$ cat config.mk
export PLATFORM = sky130hd
export DESIGN_NAME = bit_scan_counter_flat
export DESIGN_NICKNAME = d
export VERILOG_FILES = /design/src/rtl/bit_scan_counter_if.sv /design/src/rtl/bit_scan_counter.sv /design/src/flat_wrapper.sv
export SDC_FILE = /design/constraint.sdc
export NUM_CORES = 1
export LEC_CHECK = 0
export CAP_MARGIN = 20
export CORE_MARGIN = 2
export CORE_UTILIZATION = 45
export CTS_CLUSTER_DIAMETER = 100
export DETAILED_ROUTE_END_ITERATION = 10
export GPL_ROUTABILITY_DRIVEN = 0
export PLACE_DENSITY_LB_ADDON = 0.3
export SLEW_MARGIN = 10
export SYNTH_ARGS = -nofsm -noshare
export SYNTH_HDL_FRONTEND = slang
export SYNTH_SLANG_ARGS = --single-unit
$ cat constraint.sdc
create_clock -name clk -period 2.6 [get_ports clk]
set_input_delay 0.39 -clock clk [delete_from_list [all_inputs] [get_ports clk]]
set_output_delay 0.39 -clock clk [all_outputs]
set_load 0.1 [all_outputs]
$ cat src/rtl/bit_scan_counter_if.sv
// Bus bundle for the bit scan engine: start level, mode and operand in,
// busy/done/result out.
//
// Handshake: a level handshake. The master raises s to request a scan. The
// engine samples A and mode on the edge where it leaves IDLE and ignores
// them from then on. busy is high while the scan runs. done is high once
// result is valid, and done and result stay stable for as long as s stays
// high. The master acknowledges by dropping s. The engine returns to IDLE on
// the first edge that sees s low. A new scan needs s low for at least one
// edge first.
interface bit_scan_counter_if #(
    parameter int A_WIDTH   = 8,
    parameter int RES_WIDTH = $clog2(A_WIDTH + 1)
);
    logic                 s;
    logic [1:0]           mode;
    logic [A_WIDTH-1:0]   A;
    logic                 busy;
    logic                 done;
    logic [RES_WIDTH-1:0] result;

    modport master (output s, output mode, output A,
                    input  busy, input done, input result);
    modport slave  (input  s, input mode, input A,
                    output busy, output done, output result);
endinterface

$ cat src/rtl/bit_scan_counter.sv
// Serial bit scan engine. It consumes BPC operand bits per clock and
// supports four modes: popcount of ones, popcount of zeros, trailing-zero
// count and leading-zero count. A scan may stop early, so its latency
// depends on the operand data.
module bit_scan_counter #(
    parameter int A_WIDTH   = 8,
    parameter int BPC       = 1,
    parameter int RES_WIDTH = $clog2(A_WIDTH + 1)
) (
    input  logic                clk,
    input  logic                reset,
    bit_scan_counter_if.slave   bus,
    output logic [1:0]          dbg_state
);

    localparam int CNT_W = $clog2(A_WIDTH + 1);

    if (A_WIDTH < 2 || BPC < 1 || (A_WIDTH % BPC) != 0) begin : g_bad_params
        $error("bit_scan_counter: need A_WIDTH >= 2, BPC >= 1, and BPC must divide A_WIDTH");
    end

    typedef enum logic [1:0] {
        IDLE = 2'd0,
        RUN  = 2'd1,
        DONE = 2'd2
    } state_t;

    state_t               state, state_next;
    logic [A_WIDTH-1:0]   r;
    logic [1:0]           mode_q;
    logic [RES_WIDTH-1:0] result_q;
    logic [CNT_W-1:0]     consumed;

    logic [BPC-1:0]       chunk;
    logic [BPC-1:0]       chunk_ord;   // bit 0 is the first bit in scan order
    logic [RES_WIDTH-1:0] pop;
    logic [RES_WIDTH-1:0] lead_zeros;
    logic                 found;
    logic [RES_WIDTH-1:0] contrib;
    logic [A_WIDTH-1:0]   r_next;
    logic [CNT_W-1:0]     consumed_next;
    logic                 finish;

    // Slice out this cycle's chunk, score it for the active mode, and decide whether the scan ends.
    always_comb begin
        chunk         = '0;
        chunk_ord     = '0;
        pop           = '0;
        lead_zeros    = '0;
        found         = 1'b0;
        contrib       = '0;
        r_next        = r;
        consumed_next = consumed + CNT_W'(BPC);
        finish        = 1'b0;

        // Leading-zero mode walks the operand from the top, so it takes the
        // high chunk, reverses it into scan order, and shifts left.
        if (mode_q == 2'd3) begin
            chunk  = r[A_WIDTH-1 -: BPC];
            r_next = r << BPC;
        end else begin
            chunk  = r[BPC-1:0];
            r_next = r >> BPC;
        end

        for (int i = 0; i < BPC; i++) begin
            chunk_ord[i] = (mode_q == 2'd3) ? chunk[BPC-1-i] : chunk[i];
        end

        for (int i = 0; i < BPC; i++) begin
            pop = pop + RES_WIDTH'(chunk[i]);
        end

        // Count the zeros ahead of the first 1. An all-zero chunk counts BPC.
        for (int i = 0; i < BPC; i++) begin
            if (!found) begin
                if (chunk_ord[i]) found = 1'b1;
                else              lead_zeros = lead_zeros + 1'b1;
            end
        end

        case (mode_q)
            2'd0:    contrib = pop;
            2'd1:    contrib = RES_WIDTH'(BPC) - pop;
            default: contrib = lead_zeros;
        endcase

        // Ones mode can stop once nothing is left to count. The zero-scan
        // modes stop on the chunk that holds the first 1.
        finish = (consumed_next == CNT_W'(A_WIDTH))
               || ((mode_q == 2'd0) && (r_next == '0))
               || (mode_q[1] && found);
    end

    // Next-state logic. The scan runs to its own end, and DONE waits for s to drop.
    always_comb begin
        state_next = state;
        case (state)
            IDLE:    if (bus.s)  state_next = RUN;
            RUN:     if (finish) state_next = DONE;
            DONE:    if (!bus.s) state_next = IDLE;
            default: state_next = IDLE;
        endcase
    end

    // State register plus datapath: capture on start, accumulate while running, freeze otherwise.
    always_ff @(posedge clk) begin
        if (reset) begin
            state    <= IDLE;
            r        <= '0;
            mode_q   <= 2'd0;
            result_q <= '0;
            consumed <= '0;
        end else begin
            state <= state_next;
            case (state)
                IDLE: begin
                    if (bus.s) begin
                        r        <= bus.A;
                        mode_q   <= bus.mode;
                        result_q <= '0;
                        consumed <= '0;
                    end
                end
                RUN: begin
                    r        <= r_next;
                    consumed <= consumed_next;
                    result_q <= result_q + contrib;
                end
                default: ;
            endcase
        end
    end

    assign bus.busy   = (state == RUN);
    assign bus.done   = (state == DONE);
    assign bus.result = result_q;
    assign dbg_state  = state;

endmodule

$ cat src/flat_wrapper.sv
// flat-port wrapper written by rule: the top's interface ports become plain ports
module bit_scan_counter_flat 
#(
    parameter int A_WIDTH   = 8,
    parameter int BPC       = 1,
    parameter int RES_WIDTH = $clog2(A_WIDTH + 1)
)
  (clk, reset, dbg_state, bus_s, bus_mode, bus_A, bus_busy, bus_done, bus_result);
  bit_scan_counter_if #(.A_WIDTH(A_WIDTH), .RES_WIDTH(RES_WIDTH)) bus_i ();
  input  logic clk;
  input  logic reset;
  output logic [1:0] dbg_state;
  input wire logic [$bits(bus_i.s)-1:0] bus_s;
  input wire logic [$bits(bus_i.mode)-1:0] bus_mode;
  input wire logic [$bits(bus_i.A)-1:0] bus_A;
  output wire logic [$bits(bus_i.busy)-1:0] bus_busy;
  output wire logic [$bits(bus_i.done)-1:0] bus_done;
  output wire logic [$bits(bus_i.result)-1:0] bus_result;
  assign bus_i.s = bus_s;
  assign bus_i.mode = bus_mode;
  assign bus_i.A = bus_A;
  assign bus_busy = bus_i.busy;
  assign bus_done = bus_i.done;
  assign bus_result = bus_i.result;
  bit_scan_counter #(.A_WIDTH(A_WIDTH), .BPC(BPC), .RES_WIDTH(RES_WIDTH)) u_core (.clk(clk), .reset(reset), .bus(bus_i), .dbg_state(dbg_state));
endmodule
==> impl_metrics.py, run 1 <==
metrics = {
    "status": {
        "status": "completed",
    },
    "sta": {
        "finalClockSkew_ns": 0.0104,
        "setup_total_negative_slack_ns": 0,
        "achievable-frequency_mhz": 467,
        "setup_viol": 0,
        "finalMaxSlewViolations": 0,
        "timing.max_slew.rel_slack_pct": 64.0,
        "timing_worst_slew_pin_value_ns": 0.538,
        "report.final.hold_viol_count": 0,
        "period_needed_ns": 2.14,
        "worst_slack_ns": 0.459,
        "fin_crit_sh_pct": 82.4,
        "grt_setup_unrepaired": "false",
    },
    "grt": {
        "grt_first_pass_wirelength_um": 4450,
        "grt_max_degree": 17,
        "gr_usage_total_pct": 21.4,
        "antenna_found_initial": 0,
        "grt_ovf": 0,
        "via_count_of_the_first_global_routing_pass": 965,
    },
    "worst_hold_path": {
        "timing.hold.worst_path_depth": 2,
        "hold_path.class": "flop to flop",
    },
    "yosys": {
        "synth-xor-area-share_pct": 0.794,
        "synth_adder_area_share_pct": 3.40,
        "compound_gate_fraction_of_synth_area_pct": 20.9,
        "post_synth_num_cell_types": 36,
        "postSynthAreaPerCell_um2": 8.69,
        "synth_area_mm2": 0.00110,
        "post_synth_inst_count": 127,
        "synth_simple_gate_area_share_pct": 21.5,
        "post_synthesis_net_count": 143,
        "synth_edf_count": 0,
        "postSynthRegisterBits": 20,
        "synth-async-reset-ratio_pct": 0,
        "ys_dominant_reg_cell": "dfxtp_1",
        "synth-warning-count": 0,
        "synth.yosys.seq_area_share_pct": 36.3,
        "synth.area.mux_share_pct": 13.4,
        "synth_top_family_by_area": "simple AND/OR/NAND/NOR gates",
    },
    "setup_path": {
        "crit_path_start_kind": "flop",
        "worst-r2r-cell-count": 8,
        "cp.required_ns": 2.80,
        "kind_of_end_point_of_the_critical_path": "flop",
        "r2r_setup_slack_ns": 0.46,
        "cp.arrival_ns": 2.34,
        "setup.worst_path.class": "flop to flop",
        "crit_fanout": 5,
    },
    "flow_run": {
        "maxCapViolCount": 0,
    },
    "die": {
        "initial_utilization_pct": 48.5,
        "floorplan.die_area_mm2": 0.00286,
        "core_mm2": 0.00228,
        "pin_count": 21,
        "rows": 17,
        "die_w_um": 53.5,
        "die_height_um": 53.5,
    },
    "route": {
        "dr_total_vias": 1015,
        "total_wirelength_um": 2660,
        "drt_first_iter_violations": 31,
        "vias_per_cell": 5.80,
        "final_antenna_net_count": 0,
        "route.detailed.wl_per_inst_um": 15.2,
        "remaining_drc_errors": 0,
        "first_pass_iters": 4,
    },
    "clock_network": {
        "count_of_hold_buffers_inserted_by_post_cts_repair": 0,
        "worst_skew_pair.late_latency_ns": 0.30,
        "root_buffer": "clkbuf_4",
        "clock_tree.htree_level_count": 1,
        "cts.repair_timing.setup_buffer_count": 0,
        "cts_num_sinks": 20,
        "cts.path.max_buffers": 2,
        "cts-buffers-inserted": 3,
        "cts-resized-gates": 0,
        "clk_pin_slew_worst_paths_ns": 0.11,
        "cts_tree": "yes",
    },
    "place": {
        "post-place-ws_ns": 0.483,
        "port-buffer-count": 20,
        "dp.final_hpwl_um": 1940,
        "dpl_cell_area_mm2": 0.00133,
    },
    "finish": {
        "final_area_mm2": 0.00135,
        "diodes_inserted": 0,
        "layout-area-overhead-vs-synth_pct": 22.6,
        "multi_input_comb_area_um2": 664,
        "drive_gt1_share_pct": 19.7,
        "final-seq-area_um2": 400,
        "nets": 165,
        "layout_commonest_cell": "nor2_1",
        "final_cell_mix": "nor2_1, dfxtp_1, clkdlybuf4s50_1",
        "fill_cells": 210,
    },
    "power_and_ir_drop": {
        "vdd_ir_drop_max_v": 0.000401,
        "power.leakage_nw": 0.576,
        "pwr_density_cell_mw_per_mm2": 605,
        "report.power.total_mw": 0.818,
    },
}
-- logic make-up (layout without fill, tap and decap cells) --
kind of cell,Yosys count,after routing
simple gates,50,50
compound gates,31,31
flops,20,20
mux,13,13
buf+inv,9,29
fa+ha+maj,3,3
xor+xnor,1,1
-- worst max-delay path, cell delays in order (launching register included) --
cell	delay [ns]
dfxtp_1	0.49
mux2_2	0.37
nand2_1	0.12
o21a_1	0.16
ha_1	0.18
ha_1	0.16
mux2_2	0.34
a22oi_1	0.17
nor2_1	0.06
-- where the power goes --
part,total (mW),internal (mW),switching (mW)
registers,0.371,0.335,0.0361
clock network,0.143,0.0539,0.0891
logic,0.304,0.118,0.186
total,0.818,0.507,0.311
-- registers in the layout (all words and copies together), names as in the netlist --
register	flops
u_core.mode_q	2
u_core.consumed	4
u_core.dbg_state	2
u_core.r	8
u_core.bus.result	4
-- synthesized netlist by cell type (3+ instances only) --
| master | n | share of area (%) |
|---|---|---|
| a21oi_1 | 6 | 2.7 |
| a22oi_1 | 7 | 4.8 |
| buf_2 | 3 | 1.4 |
| clkbuf_1 | 3 | 1.0 |
| dfxtp_1 | 20 | 36 |
| ha_1 | 3 | 3.4 |
| mux2_2 | 6 | 6.1 |
| mux2i_1 | 5 | 4.5 |
| nand2_1 | 5 | 1.7 |
| nand3_1 | 3 | 1.4 |
| nor2_1 | 25 | 8.5 |
| nor2b_1 | 8 | 4.5 |
| nor3_1 | 3 | 1.4 |
| o221a_2 | 3 | 3.1 |
-- routing by layer --
metal  up-vias  wire [µm]  global-route usage (%)
li1        502          -                       -
met1       485       1270                    27.9
met2        24       1240                    35.6
met3         4        112                    3.39
met4         0         36                    7.69
met5         -          0                       0
-- cell type report --
| type | count | share of cell area (%) |
|---|---|---|
| repair buffers | 24 | 16.5 |
| flip-flops and latches | 20 | 29.6 |
| clock buffers | 3 | 1.67 |
| inverters | 2 | 0.555 |
| well taps | 28 | 2.59 |
| multi-input cells | 98 | 49.1 |
-- per-stage QoR --
stage	hold WS, ns	instances	util [%]
2_1_floorplan	0.481	127	-
3_3_place_gp	0.520	172	58.4
3_5_place_dp	0.529	172	58.4
4_1_cts	0.551	175	59.4
5_1_grt	0.584	175	59.4
6_report	0.551	175	59.4
-- final timing paths --
kind,from,end
setup / recovery,u_core.mode_q[0],u_core.bus.result[2]
hold / removal,u_core.r[7],u_core.r[7]
setup reg to reg,u_core.mode_q[0],u_core.bus.result[2]
hold reg to reg,u_core.r[7],u_core.r[7]
Power figures use the tool's default switching activity.
==> run 2: changes to the inputs <==
Clock period 2.6 ns to 2.1 ns, I/O delays scaled along.
==> run 2 against run 1 <==
Clock-buffer cell count is the same. Routed wire length rose by 0.56%. Flip-flop and latch count stayed put. Combinational power is 27% higher. Sequential share of layout area down 0.41 points. Global-route usage is 0.29 points lower. Die area did not move. Clock skew hardly changed. Design area rose by 2.0%. Hold slack better by 0.0070 ns.
==> impl_metrics.py, run 2 (synthesis gave the netlist of run 1 again) <==
metrics = {
    "clock_network": {
        "cts-resized-gates": 0,
        "cts-buffers-inserted": 3,
        "worst_skew_pair.late_latency_ns": 0.30,
        "cts.repair_timing.setup_buffer_count": 0,
        "root_buffer": "clkbuf_4",
        "count_of_hold_buffers_inserted_by_post_cts_repair": 0,
        "clock_tree.htree_level_count": 1,
        "cts.path.max_buffers": 2,
        "cts_num_sinks": 20,
        "clk_pin_slew_worst_paths_ns": 0.11,
        "cts_tree": "yes",
    },
    "die": {
        "floorplan.die_area_mm2": 0.00286,
        "pin_count": 21,
        "core_mm2": 0.00228,
        "die_w_um": 53.5,
        "die_height_um": 53.5,
        "rows": 17,
        "initial_utilization_pct": 48.5,
    },
    "finish": {
        "largest_register_ffs": 8,
        "drive_gt1_share_pct": 21.6,
        "layout-area-overhead-vs-synth_pct": 25.1,
        "diodes_inserted": 0,
        "final_cell_mix": "nor2_1, dfxtp_1, clkdlybuf4s50_1",
        "final_util_pct": 60.6,
        "nets": 166,
        "largest-register": "u_core.r",
        "layout_commonest_cell": "nor2_1",
    },
    "setup_path": {
        "slowest_cell_on_the_critical_path": "dfxtp_2",
        "path_buf_inv": 2,
        "kind_of_end_point_of_the_critical_path": "output port",
        "timing.critical_path.max_delay_family": "flip-flops",
        "setup.worst_path.class": "flop to output port",
        "rr_endpoint": "u_core.bus.result[2]",
        "cp.arrival_ns": 1.59,
        "worst-r2r-cell-count": 8,
        "timing.rr.start": "u_core.mode_q[0]",
        "crit_fanout": 17,
        "crit_path_cell_trace": "nand2b_1 -> inv_2 -> buf_12",
        "r2r_setup_slack_ns": 0.22,
        "worst_path_largest_cell_delay_ns": 0.53,
        "crit_path_start_kind": "flop",
        "cp.required_ns": 1.78,
    },
    "route": {
        "drt_first_iter_violations": 23,
        "total_wirelength_um": 2670,
        "dr_total_vias": 1026,
        "first_pass_iters": 4,
        "route.detailed.wl_per_inst_um": 15.2,
        "final_antenna_net_count": 0,
        "remaining_drc_errors": 0,
        "vias_per_cell": 5.83,
    },
    "sta": {
        "finalClockSkew_ns": 0.0104,
        "timing.max_slew.rel_slack_pct": 66.9,
        "period_needed_ns": 1.90,
        "setup_viol": 0,
        "fin_crit_sh_pct": 90.7,
        "worst_slack_ns": 0.196,
        "report.final.hold_viol_count": 0,
        "finalMaxSlewViolations": 0,
        "grt_setup_unrepaired": "false",
        "timing_worst_slew_pin_value_ns": 0.496,
        "achievable-frequency_mhz": 525,
        "setup_total_negative_slack_ns": 0,
    },
    "flow_run": {
        "maxCapViolCount": 0,
    },
    "worst_hold_path": {
        "timing.hold.worst.start": "u_core.r[7]",
        "hold_path_end": "u_core.r[7]",
        "timing.hold.worst_path_depth": 2,
        "hold_path.class": "flop to flop",
    },
    "place": {
        "port-buffer-count": 20,
        "post-place-ws_ns": 0.241,
        "dp.final_hpwl_um": 1890,
    },
    "power_and_ir_drop": {
        "pwr_density_cell_mw_per_mm2": 743,
        "power.leakage_nw": 0.584,
        "vdd_ir_drop_max_v": 0.000505,
    },
    "grt": {
        "grt_max_degree": 18,
        "via_count_of_the_first_global_routing_pass": 973,
        "grt_ovf": 0,
        "grt_first_pass_wirelength_um": 4320,
        "gr_usage_total_pct": 21.2,
        "antenna_found_initial": 0,
    },
    "status": {
        "status": "completed",
    },
}
## run 2: cell count changes in the layout (fill, tap and decap cells not counted)
cell     delta
buf_12      +1
dfxtp_1     -2
dfxtp_2     +2
nor2b_2     -1
nor2b_4     +1
## run 2: tightest hold or removal path: cells and delay by family (launching register included)
family	cells	cell delay, ns
simple gates	2	0.16
flops	1	0.36
## run 2: stage by stage
| step | hold slack [ns] | instance area, µm² | power [mW] | std cells |
|---|---|---|---|---|
| final | 0.558 | 1380 | 1.02 | 176 |
| after floorplan | 0.406 | 1110 | 0.735 | 127 |
| after global placement | 0.520 | 1360 | 0.846 | 173 |
| after detailed placement | 0.539 | 1360 | 0.851 | 173 |
| after global routing | 0.594 | 1380 | 1.07 | 176 |
| after CTS | 0.554 | 1380 | 1.03 | 176 |
## run 2: area by class of cell
cell class	instances	area, µm²
repair buffers	25	243
clock buffers	3	22.5
inverters	2	7.51
fillers	203	896
well taps	28	35.0
flip-flops and latches	20	403
multi-input cells	98	669
## run 2: power breakdown
part | leakage [nW] | switching (mW) | internal (mW)
sequential | 0.164 | 0.0461 | 0.416
combinational | 0.406 | 0.235 | 0.152
clock | 0.0138 | 0.109 | 0.0668
## run 2: worst max-delay path by stage
| stage | from | to | slack, ns | cells after the start |
|---|---|---|---|---|
| global placement | u_core.mode_q[0] | u_core.bus.result[2] | 0.30 | 8 |
| CTS | u_core.dbg_state[1] | bus_busy | 0.21 | 3 |
| global route | u_core.mode_q[0] | u_core.bus.result[2] | 0.08 | 8 |
| finish | u_core.dbg_state[1] | bus_busy | 0.20 | 3 |
| floorplan | u_core.bus.result[0] | u_core.bus.result[2] | 0.08 | 5 |
| detailed placement | u_core.mode_q[0] | u_core.bus.result[2] | 0.24 | 8 |
## run 2: routing by layer
layer,part of all wire (%),vias up,global-route usage (%)
li1,-,505,-
met1,46,476,26.7
met2,46,41,35.2
met3,7.1,4,2.82
met4,1.0,0,10.3
met5,0,-,0
